### src/rtl/core_ctrl_fsm.sv
// Multi-cycle control FSM for a single-issue RV32I core: fetch/decode/exec/mem/wb
// sequencing, datapath strobes, trap on unknown opcodes and a retired-instruction counter.
module core_ctrl_fsm #(
    parameter int unsigned INSTRET_W = 32
) (
    input  logic                 clk,
    input  logic                 reset,
    output logic                 imem_req,
    input  logic                 imem_ready,
    input  logic [31:0]          imem_rdata,
    output logic                 dmem_req,
    output logic                 dmem_we,
    output logic [1:0]           dmem_size,
    input  logic                 dmem_ready,
    input  logic                 br_taken,
    output logic                 ir_en,
    output logic                 pc_en,
    output logic [1:0]           pc_sel,
    output logic                 rd_en1,
    output logic                 rd_en2,
    output logic                 wr_en,
    output logic [3:0]           alu_func,
    output logic                 alu_src_a,
    output logic                 alu_src_b,
    output logic [1:0]           wb_sel,
    output logic                 retire,
    output logic                 illegal,
    output logic [INSTRET_W-1:0] instret
);

    typedef enum logic [2:0] {S_FETCH, S_DECODE, S_EXEC, S_MEM, S_WB, S_TRAP} state_e;
    typedef enum logic [3:0] {C_R, C_IALU, C_LOAD, C_STORE, C_BRANCH,
                              C_JAL, C_JALR, C_LUI, C_AUIPC, C_BAD} class_e;

    localparam logic [INSTRET_W-1:0] INSTRET_ONE = INSTRET_W'(1);

    function automatic class_e op_class(input logic [6:0] op);
        case (op)
            7'b0110011: return C_R;
            7'b0010011: return C_IALU;
            7'b0000011: return C_LOAD;
            7'b0100011: return C_STORE;
            7'b1100011: return C_BRANCH;
            7'b1101111: return C_JAL;
            7'b1100111: return C_JALR;
            7'b0110111: return C_LUI;
            7'b0010111: return C_AUIPC;
            default:    return C_BAD;
        endcase
    endfunction

    function automatic logic [3:0] alu_code(input logic [2:0] f3, input logic alt);
        case (f3)
            3'b000:  return alt ? 4'd1 : 4'd0;
            3'b001:  return 4'd2;
            3'b010:  return 4'd3;
            3'b011:  return 4'd4;
            3'b100:  return 4'd5;
            3'b101:  return alt ? 4'd7 : 4'd6;
            3'b110:  return 4'd8;
            default: return 4'd9;
        endcase
    endfunction

    state_e                 state_q, state_d;
    logic [31:0]            ir_q, ir_d;
    class_e                 cls_q, cls_d;
    logic [INSTRET_W-1:0]   instret_q;
    logic                   imem_req_q, imem_req_d, dmem_req_q, dmem_req_d, dmem_we_q, dmem_we_d;
    logic [1:0]             dmem_size_q, dmem_size_d, wb_sel_q, wb_sel_d;
    logic                   rd_en1_q, rd_en1_d, rd_en2_q, rd_en2_d, wr_en_q, wr_en_d;
    logic [3:0]             alu_func_q, alu_func_d;
    logic                   alu_src_a_q, alu_src_a_d, alu_src_b_q, alu_src_b_d;
    logic                   illegal_q, illegal_d;
    logic                   ir_en_c, pc_en_c;
    logic [1:0]             pc_sel_c;

    assign cls_q = op_class(ir_q[6:0]);

    // Registered outputs are computed for the state being entered, so they are
    // valid for the whole of that state.
    always_comb begin
        state_d = state_q;
        ir_d    = ir_q;
        unique case (state_q)
            S_FETCH:  if (imem_ready) begin
                          ir_d    = imem_rdata;
                          state_d = S_DECODE;
                      end
            S_DECODE: state_d = (cls_q == C_BAD) ? S_TRAP : S_EXEC;
            S_EXEC:   case (cls_q)
                          C_LOAD, C_STORE: state_d = S_MEM;
                          C_BRANCH:        state_d = S_FETCH;
                          default:         state_d = S_WB;
                      endcase
            S_MEM:    if (dmem_ready) state_d = (cls_q == C_LOAD) ? S_WB : S_FETCH;
            S_WB:     state_d = S_FETCH;
            S_TRAP:   state_d = S_TRAP;
            default:  state_d = S_FETCH;
        endcase

        cls_d       = op_class(ir_d[6:0]);
        imem_req_d  = (state_d == S_FETCH);
        illegal_d   = (state_d == S_TRAP);
        dmem_req_d  = 1'b0;
        dmem_we_d   = 1'b0;
        dmem_size_d = '0;
        rd_en1_d    = 1'b0;
        rd_en2_d    = 1'b0;
        wr_en_d     = 1'b0;
        alu_func_d  = '0;
        alu_src_a_d = 1'b0;
        alu_src_b_d = 1'b0;
        wb_sel_d    = '0;
        case (state_d)
            S_DECODE: case (cls_d)
                          C_R, C_STORE, C_BRANCH: begin rd_en1_d = 1'b1; rd_en2_d = 1'b1; end
                          C_IALU, C_LOAD, C_JALR: rd_en1_d = 1'b1;
                          default: ;
                      endcase
            S_EXEC:   case (cls_d)
                          C_R:      alu_func_d = alu_code(ir_d[14:12], ir_d[30]);
                          C_IALU:   begin
                                        alu_func_d  = alu_code(ir_d[14:12], (ir_d[14:12] == 3'b101) && ir_d[30]);
                                        alu_src_b_d = 1'b1;
                                    end
                          C_LOAD, C_STORE, C_JALR: alu_src_b_d = 1'b1;
                          C_AUIPC:  begin alu_src_a_d = 1'b1; alu_src_b_d = 1'b1; end
                          C_BRANCH: alu_func_d = 4'd1;
                          default: ;
                      endcase
            S_MEM:    begin
                          dmem_req_d  = 1'b1;
                          dmem_we_d   = (cls_d == C_STORE);
                          dmem_size_d = ir_d[13:12];
                      end
            S_WB:     begin
                          wr_en_d = (ir_d[11:7] != 5'd0);
                          case (cls_d)
                              C_LOAD:        wb_sel_d = 2'd1;
                              C_JAL, C_JALR: wb_sel_d = 2'd2;
                              C_LUI:         wb_sel_d = 2'd3;
                              default:       wb_sel_d = 2'd0;
                          endcase
                      end
            default: ;
        endcase
    end

    // Strobes that depend on the handshake or branch outcome of the current cycle.
    always_comb begin
        ir_en_c  = (state_q == S_FETCH) && imem_ready;
        pc_en_c  = 1'b0;
        pc_sel_c = 2'd0;
        case (state_q)
            S_EXEC: if (cls_q == C_BRANCH) begin
                        pc_en_c  = 1'b1;
                        pc_sel_c = br_taken ? 2'd1 : 2'd0;
                    end
            S_MEM:  pc_en_c = (cls_q == C_STORE) && dmem_ready;
            S_WB:   begin
                        pc_en_c  = 1'b1;
                        pc_sel_c = (cls_q == C_JAL) ? 2'd1 : (cls_q == C_JALR) ? 2'd2 : 2'd0;
                    end
            default: ;
        endcase
    end

    always_ff @(posedge clk) begin
        if (!reset) begin
            state_q     <= S_FETCH;
            ir_q        <= '0;
            instret_q   <= '0;
            imem_req_q  <= 1'b1;
            dmem_req_q  <= 1'b0;
            dmem_we_q   <= 1'b0;
            dmem_size_q <= '0;
            rd_en1_q    <= 1'b0;
            rd_en2_q    <= 1'b0;
            wr_en_q     <= 1'b0;
            alu_func_q  <= '0;
            alu_src_a_q <= 1'b0;
            alu_src_b_q <= 1'b0;
            wb_sel_q    <= '0;
            illegal_q   <= 1'b0;
        end else begin
            state_q     <= state_d;
            ir_q        <= ir_d;
            imem_req_q  <= imem_req_d;
            dmem_req_q  <= dmem_req_d;
            dmem_we_q   <= dmem_we_d;
            dmem_size_q <= dmem_size_d;
            rd_en1_q    <= rd_en1_d;
            rd_en2_q    <= rd_en2_d;
            wr_en_q     <= wr_en_d;
            alu_func_q  <= alu_func_d;
            alu_src_a_q <= alu_src_a_d;
            alu_src_b_q <= alu_src_b_d;
            wb_sel_q    <= wb_sel_d;
            illegal_q   <= illegal_d;
            if (pc_en_c) instret_q <= instret_q + INSTRET_ONE;
        end
    end

    // Holding reset low silences every output at once, so a pending request
    // or completing access cannot leak out before the reset edge.
    assign imem_req  = reset & imem_req_q;
    assign dmem_req  = reset & dmem_req_q;
    assign dmem_we   = reset & dmem_we_q;
    assign dmem_size = reset ? dmem_size_q : '0;
    assign ir_en     = reset & ir_en_c;
    assign pc_en     = reset & pc_en_c;
    assign retire    = reset & pc_en_c;
    assign pc_sel    = reset ? pc_sel_c : '0;
    assign rd_en1    = reset & rd_en1_q;
    assign rd_en2    = reset & rd_en2_q;
    assign wr_en     = reset & wr_en_q;
    assign alu_func  = reset ? alu_func_q : '0;
    assign alu_src_a = reset & alu_src_a_q;
    assign alu_src_b = reset & alu_src_b_q;
    assign wb_sel    = reset ? wb_sel_q : '0;
    assign illegal   = reset & illegal_q;
    assign instret   = reset ? instret_q : '0;

endmodule
### config.mk
export PLATFORM = sky130hd
export DESIGN_NAME = core_ctrl_fsm
export DESIGN_NICKNAME = d
export VERILOG_FILES = /design/src/rtl/core_ctrl_fsm.sv
export SDC_FILE = /design/constraint.sdc
export NUM_CORES = 1
export LEC_CHECK = 0
export BUFFER_PORTS_ARGS = -buffer_cell sky130_fd_sc_hd__buf_2
export CAP_MARGIN = 20
export CORE_ASPECT_RATIO = 1.75
export CORE_UTILIZATION = 49
export CTS_CLUSTER_DIAMETER = 100
export DETAILED_ROUTE_END_ITERATION = 10
export HOLD_SLACK_MARGIN = 0.03
export PLACE_DENSITY = 0.77
export SLEW_MARGIN = 0
export SYNTH_ARGS = -nofsm -noshare
export SYNTH_HDL_FRONTEND = slang
export SYNTH_SLANG_ARGS = --single-unit
### constraint.sdc
create_clock -name clk -period 2.1 [get_ports clk]
set_clock_uncertainty 0.2 [all_clocks]
set_input_delay 0.315 -clock clk [delete_from_list [all_inputs] [get_ports clk]]
set_output_delay 0.315 -clock clk [all_outputs]
set_load 0.02 [all_outputs]
==> run_summary.xml <==
<?xml version="1.0" encoding="UTF-8"?>
<metrics>
  <group name="clock_network">
    <metric name="cts.clk_slew.worst_paths" unit="ps">60</metric>
    <metric name="clock-sinks" unit="">68</metric>
    <metric name="ctsRootBufferMaster" unit="">sky130_fd_sc_hd__clkbuf_16</metric>
    <metric name="cts_tree" unit="">yes</metric>
    <metric name="cts.path.max_buffers" unit="">2</metric>
    <metric name="cts_inserted_buffers" unit="">9</metric>
    <metric name="clk-insertion-delay-late" unit="ps">340</metric>
    <metric name="cts.htree.levels" unit="">3</metric>
  </group>
  <group name="hold_path">
    <metric name="holdPathStages" unit="">3</metric>
    <metric name="min-delay-path-class" unit="">in -&gt; reg</metric>
    <metric name="timing.hold.worst.start" unit="">imem_rdata[9]</metric>
  </group>
  <group name="final_layout">
    <metric name="register_area" unit="um2">1378</metric>
    <metric name="area_delta_synth_final" unit="%">51.25</metric>
    <metric name="nNetsFinal" unit="">653</metric>
    <metric name="finalCoreUtilization" unit="%">77.47</metric>
    <metric name="post_route_cells_drive_above_1_share" unit="%">41.13</metric>
    <metric name="filler_cell_count" unit="">492</metric>
    <metric name="multi_input_gate_area" unit="um2">2628</metric>
    <metric name="antenna_cells" unit="">0</metric>
    <metric name="layoutNonFillerInstCount" unit="">706</metric>
  </group>
  <group name="critical_path">
    <metric name="cpMostUsedCell" unit="">sky130_fd_sc_hd__buf_4</metric>
    <metric name="critPathRequiredTime" unit="ps">1580</metric>
    <metric name="timing.critical_path.max_delay_family" unit="">compound AO/OA/AOI/OAI gates</metric>
    <metric name="crit_chain" unit="">buf_4, buf_4, nand3_1, o21ai_0, a22oi_1, nor3_2, a211oi_2, buf_4</metric>
    <metric name="worst_setup_ep_type" unit="">output pin</metric>
    <metric name="crit_buf_inv" unit="">3</metric>
    <metric name="worst_r2r_path_depth" unit="">7</metric>
    <metric name="worst_path_max_delay_cell" unit="">sky130_fd_sc_hd__dfxtp_4</metric>
    <metric name="worst_path_largest_cell_delay" unit="ps">360</metric>
    <metric name="worstPathMaxFanout" unit="">5</metric>
    <metric name="timing.setup.critical_path_class" unit="">reg -&gt; out</metric>
    <metric name="worst-endpoint-arrival" unit="ps">1860</metric>
    <metric name="setup.worst_path.start" unit="">ir_q[5]</metric>
    <metric name="worstSetupStartpointType" unit="">flip-flop</metric>
    <metric name="reg2reg_from" unit="">ir_q[2]</metric>
    <metric name="critical_path_cell_count" unit="">8</metric>
  </group>
  <group name="grt">
    <metric name="number_of_antenna_violations_at_the_first_check_in_global_routing" unit="">0</metric>
    <metric name="global_route.usage.total" unit="%">29.20</metric>
    <metric name="globalRoute.totalOverflow" unit="">0</metric>
    <metric name="maximum_number_of_pins_on_one_net_before_global_route_repair" unit="">30</metric>
    <metric name="grt_pass1_vias" unit="">4030</metric>
    <metric name="grt_first_pass_wirelength" unit="mm">17.82</metric>
  </group>
  <group name="synth">
    <metric name="netlist_instances" unit="">480</metric>
    <metric name="total_of_flip_flops_plus_latches_after_synthesis" unit="">68</metric>
    <metric name="netlist.top_cell.by_area" unit="">sky130_fd_sc_hd__dfxtp_1</metric>
    <metric name="synth_area_leaders" unit="">sky130_fd_sc_hd__dfxtp_1 36%, sky130_fd_sc_hd__and2_1 8.3%, sky130_fd_sc_hd__a21oi_1 5.6%, sky130_fd_sc_hd__nand2_1 5.1%, sky130_fd_sc_hd__nor2_1 3.1%</metric>
    <metric name="syn-cell-area" unit="um2">3757</metric>
    <metric name="synthDominantCellAreaShare" unit="%">36.23</metric>
    <metric name="synth_flop_cell" unit="">sky130_fd_sc_hd__dfxtp_1</metric>
    <metric name="netlist-cell-type-count" unit="">57</metric>
    <metric name="post_synth.cell_area_avg" unit="um2">7.828</metric>
    <metric name="yosysWarnings" unit="">0</metric>
    <metric name="async_reset_ff_share" unit="%">0</metric>
    <metric name="synthesis.nets" unit="">518</metric>
    <metric name="synth_edf_count" unit="">0</metric>
    <metric name="synthMostInstantiatedCell" unit="">sky130_fd_sc_hd__dfxtp_1</metric>
    <metric name="seq_area_frac_synth" unit="%">36.23</metric>
    <metric name="synth.cells.most_frequent" unit="">68 x sky130_fd_sc_hd__dfxtp_1, 51 x sky130_fd_sc_hd__nand2_1, 50 x sky130_fd_sc_hd__and2_1</metric>
  </group>
  <group name="sta">
    <metric name="final_min_period_over_clock_period" unit="%">113.1</metric>
    <metric name="final.min_clock_period" unit="ps">2375</metric>
    <metric name="maxSlewViolCount" unit="">0</metric>
    <metric name="setup_viol" unit="">17</metric>
    <metric name="slew-limit-headroom" unit="%">66.47</metric>
    <metric name="grt_setup_unrepaired" unit="">yes</metric>
    <metric name="fmax" unit="GHz">0.4210</metric>
    <metric name="timing.final.ws_setup" unit="ps">-275.1</metric>
    <metric name="worst_slew_pin_slew" unit="ps">500.7</metric>
    <metric name="timing_hold_violations_final" unit="">0</metric>
  </group>
  <group name="floorplan">
    <metric name="core" unit="um2">7336</metric>
    <metric name="floorplan.initialDensity" unit="%">51.22</metric>
    <metric name="die-area" unit="um2">8036</metric>
    <metric name="die-width" unit="um">68.20</metric>
    <metric name="ios" unit="">91</metric>
    <metric name="die_h" unit="um">117.8</metric>
    <metric name="placement_rows" unit="">41</metric>
  </group>
  <group name="placement">
    <metric name="dp_hpwl" unit="mm">7.594</metric>
    <metric name="place_inst" unit="">665</metric>
    <metric name="place_congestion" unit="">0.9213</metric>
    <metric name="place.port_buffers" unit="">74</metric>
    <metric name="preCtsSetupSlack" unit="ps">-134.0</metric>
  </group>
  <group name="routing">
    <metric name="routed_wire_length_per_instance" unit="um">18.02</metric>
    <metric name="routed_wl" unit="mm">12.72</metric>
    <metric name="routed-via-count" unit="">4282</metric>
    <metric name="ant_nets" unit="">0</metric>
    <metric name="avg_vias_per_cell" unit="">6.065</metric>
    <metric name="detail_route.iter0.violations" unit="">296</metric>
    <metric name="drt_pass1_iterations" unit="">5</metric>
    <metric name="drc" unit="">0</metric>
  </group>
  <group name="power_and_ir_drop">
    <metric name="vdd_ir_drop_max" unit="V">0.0005639</metric>
    <metric name="total_leakage_power" unit="nW">2.459</metric>
    <metric name="ratio_of_total_power_to_cell_area" unit="nW/um2">609.4</metric>
  </group>
  <group name="flow_run">
    <metric name="max_cap_violations" unit="">0</metric>
  </group>
  <group name="run_status">
    <metric name="status" unit="">finished with violations</metric>
    <metric name="violations" unit="">negative setup slack</metric>
  </group>
</metrics>
cell type report:
cell class / instances / share of cell area, %
inverters: 11 / 0.7266
clock inverters: 7 / 1.607
repair buffers: 160 / 21.33
well taps: 86 / 1.893
flip-flops and latches: 68 / 24.24
clock buffers: 9 / 3.963
multi-input cells: 365 / 46.24
power by group:
group          switching (mW)  leakage, nW  internal [mW]
sequential             0.0306        0.555           1.32
clock                   0.585        0.155           1.03
combinational           0.261         1.75          0.232
total                   0.877         2.46           2.59
cell families after synthesis:
| group | share of synthesized area [%] |
|---|---|
| compound gates | 16.72 |
| xor+xnor | 0.9323 |
| fa+ha+maj | 0.3329 |
| buf+inv | 5.428 |
| flops | 36.23 |
| mux | 3.996 |
| simple gates | 36.36 |
per-layer routing:
layer,part of all wire (%),global-route usage (%),up-vias
li1,-,-,1994
met1,36,30.52,2089
met2,55,50.12,140
met3,3.6,5.911,59
met4,5.5,18.36,0
met5,0,0,-
final timing paths:
path | endpoint | slack, ps
worst max register to register | instret_q[30] | -110
worst min-delay path | ir_q[9] | 40
worst min register to register | ir_q[9] | 260
worst max-delay path | pc_sel[0] | -280
per-stage QoR:
step / hold slack [ps] / TNS (ps) / total power, mW / area, um2
after global routing: 48.16 / -3285 / 3.576 / 5683
after global placement: 244.4 / -1119 / 1.734 / 4556
after detailed placement: 255.1 / -2322 / 1.744 / 4556
after floorplan: 236.0 / -110.2 / 1.594 / 3776
after CTS: 38.14 / -999.4 / 3.377 / 5077
final: 39.62 / -1640 / 3.463 / 5683
sequential cells by signal, indices dropped and copies added, names as in the netlist:
| register | count |
|---|---|
| alu_src_b_q | 1 |
| wb_sel_q | 2 |
| dmem_size_q | 2 |
| wr_en_q | 1 |
| rd_en2_q | 1 |
| alu_src_a_q | 1 |
| instret_q | 32 |
| rd_en1_q | 1 |
| ir_q | 16 |
| alu_func_q | 4 |
| dmem_req_q | 1 |
| state_q | 3 |
| illegal_q | 1 |
| imem_req_q | 1 |
| dmem_we_q | 1 |
tightest hold or removal path: stages:
cell,delay [ps]
sky130_fd_sc_hd__buf_2,100
sky130_fd_sc_hd__nand2_1,60
sky130_fd_sc_hd__a21oi_1,60
timing repair:
| action | CTS | global route |
|---|---|---|
| gates resized for setup | 39 | 94 |
| gates cloned | 0 | 3 |
| buffers inserted | 3 | 16 |
| setup endpoints to repair | 36 | 38 |
| endpoints found under the hold margin | 4 | 0 |
| hold buffers | 4 | 0 |
| pin swaps | 12 | 45 |
placed cells by master, fill, tap and decap left out, types with 3 or more instances in the layout:
cell type / Yosys / routed
sky130_fd_sc_hd__buf_2: 7 / 69
sky130_fd_sc_hd__buf_4: 1 / 64
sky130_fd_sc_hd__dfxtp_1: 68 / 61
sky130_fd_sc_hd__nand2_1: 51 / 50
sky130_fd_sc_hd__and2_1: 50 / 48
sky130_fd_sc_hd__nor2_1: 31 / 29
sky130_fd_sc_hd__a21oi_1: 42 / 29
sky130_fd_sc_hd__nand3_1: 22 / 20
sky130_fd_sc_hd__o21ai_0: 21 / 16
sky130_fd_sc_hd__nand4_1: 14 / 14
sky130_fd_sc_hd__a21oi_2: 0 / 13
sky130_fd_sc_hd__buf_6: 2 / 13
sky130_fd_sc_hd__clkbuf_16: 0 / 12
sky130_fd_sc_hd__inv_1: 11 / 11
sky130_fd_sc_hd__or4_4: 0 / 8
sky130_fd_sc_hd__nor3_1: 11 / 7
sky130_fd_sc_hd__or3_1: 12 / 7
sky130_fd_sc_hd__nand2b_1: 6 / 6
sky130_fd_sc_hd__o21a_1: 6 / 6
sky130_fd_sc_hd__o31ai_4: 0 / 6
sky130_fd_sc_hd__a31oi_1: 5 / 5
sky130_fd_sc_hd__or3_4: 0 / 5
sky130_fd_sc_hd__mux2_4: 0 / 5
sky130_fd_sc_hd__mux2i_1: 6 / 5
sky130_fd_sc_hd__and3_1: 5 / 4
sky130_fd_sc_hd__and4_1: 5 / 4
sky130_fd_sc_hd__o21ai_1: 0 / 4
sky130_fd_sc_hd__dlygate4sd3_1: 0 / 4
sky130_fd_sc_hd__dfxtp_2: 0 / 4
sky130_fd_sc_hd__buf_12: 0 / 4
sky130_fd_sc_hd__nor4_1: 5 / 3
sky130_fd_sc_hd__o31ai_1: 10 / 3
sky130_fd_sc_hd__nor2b_1: 4 / 3
sky130_fd_sc_hd__nor3_4: 0 / 3
sky130_fd_sc_hd__xor2_1: 4 / 3
sky130_fd_sc_hd__nor3b_1: 3 / 3
sky130_fd_sc_hd__clkinv_2: 0 / 3
sky130_fd_sc_hd__dfxtp_4: 0 / 3
sky130_fd_sc_hd__buf_8: 0 / 3
Power figures use the tool's default switching activity.
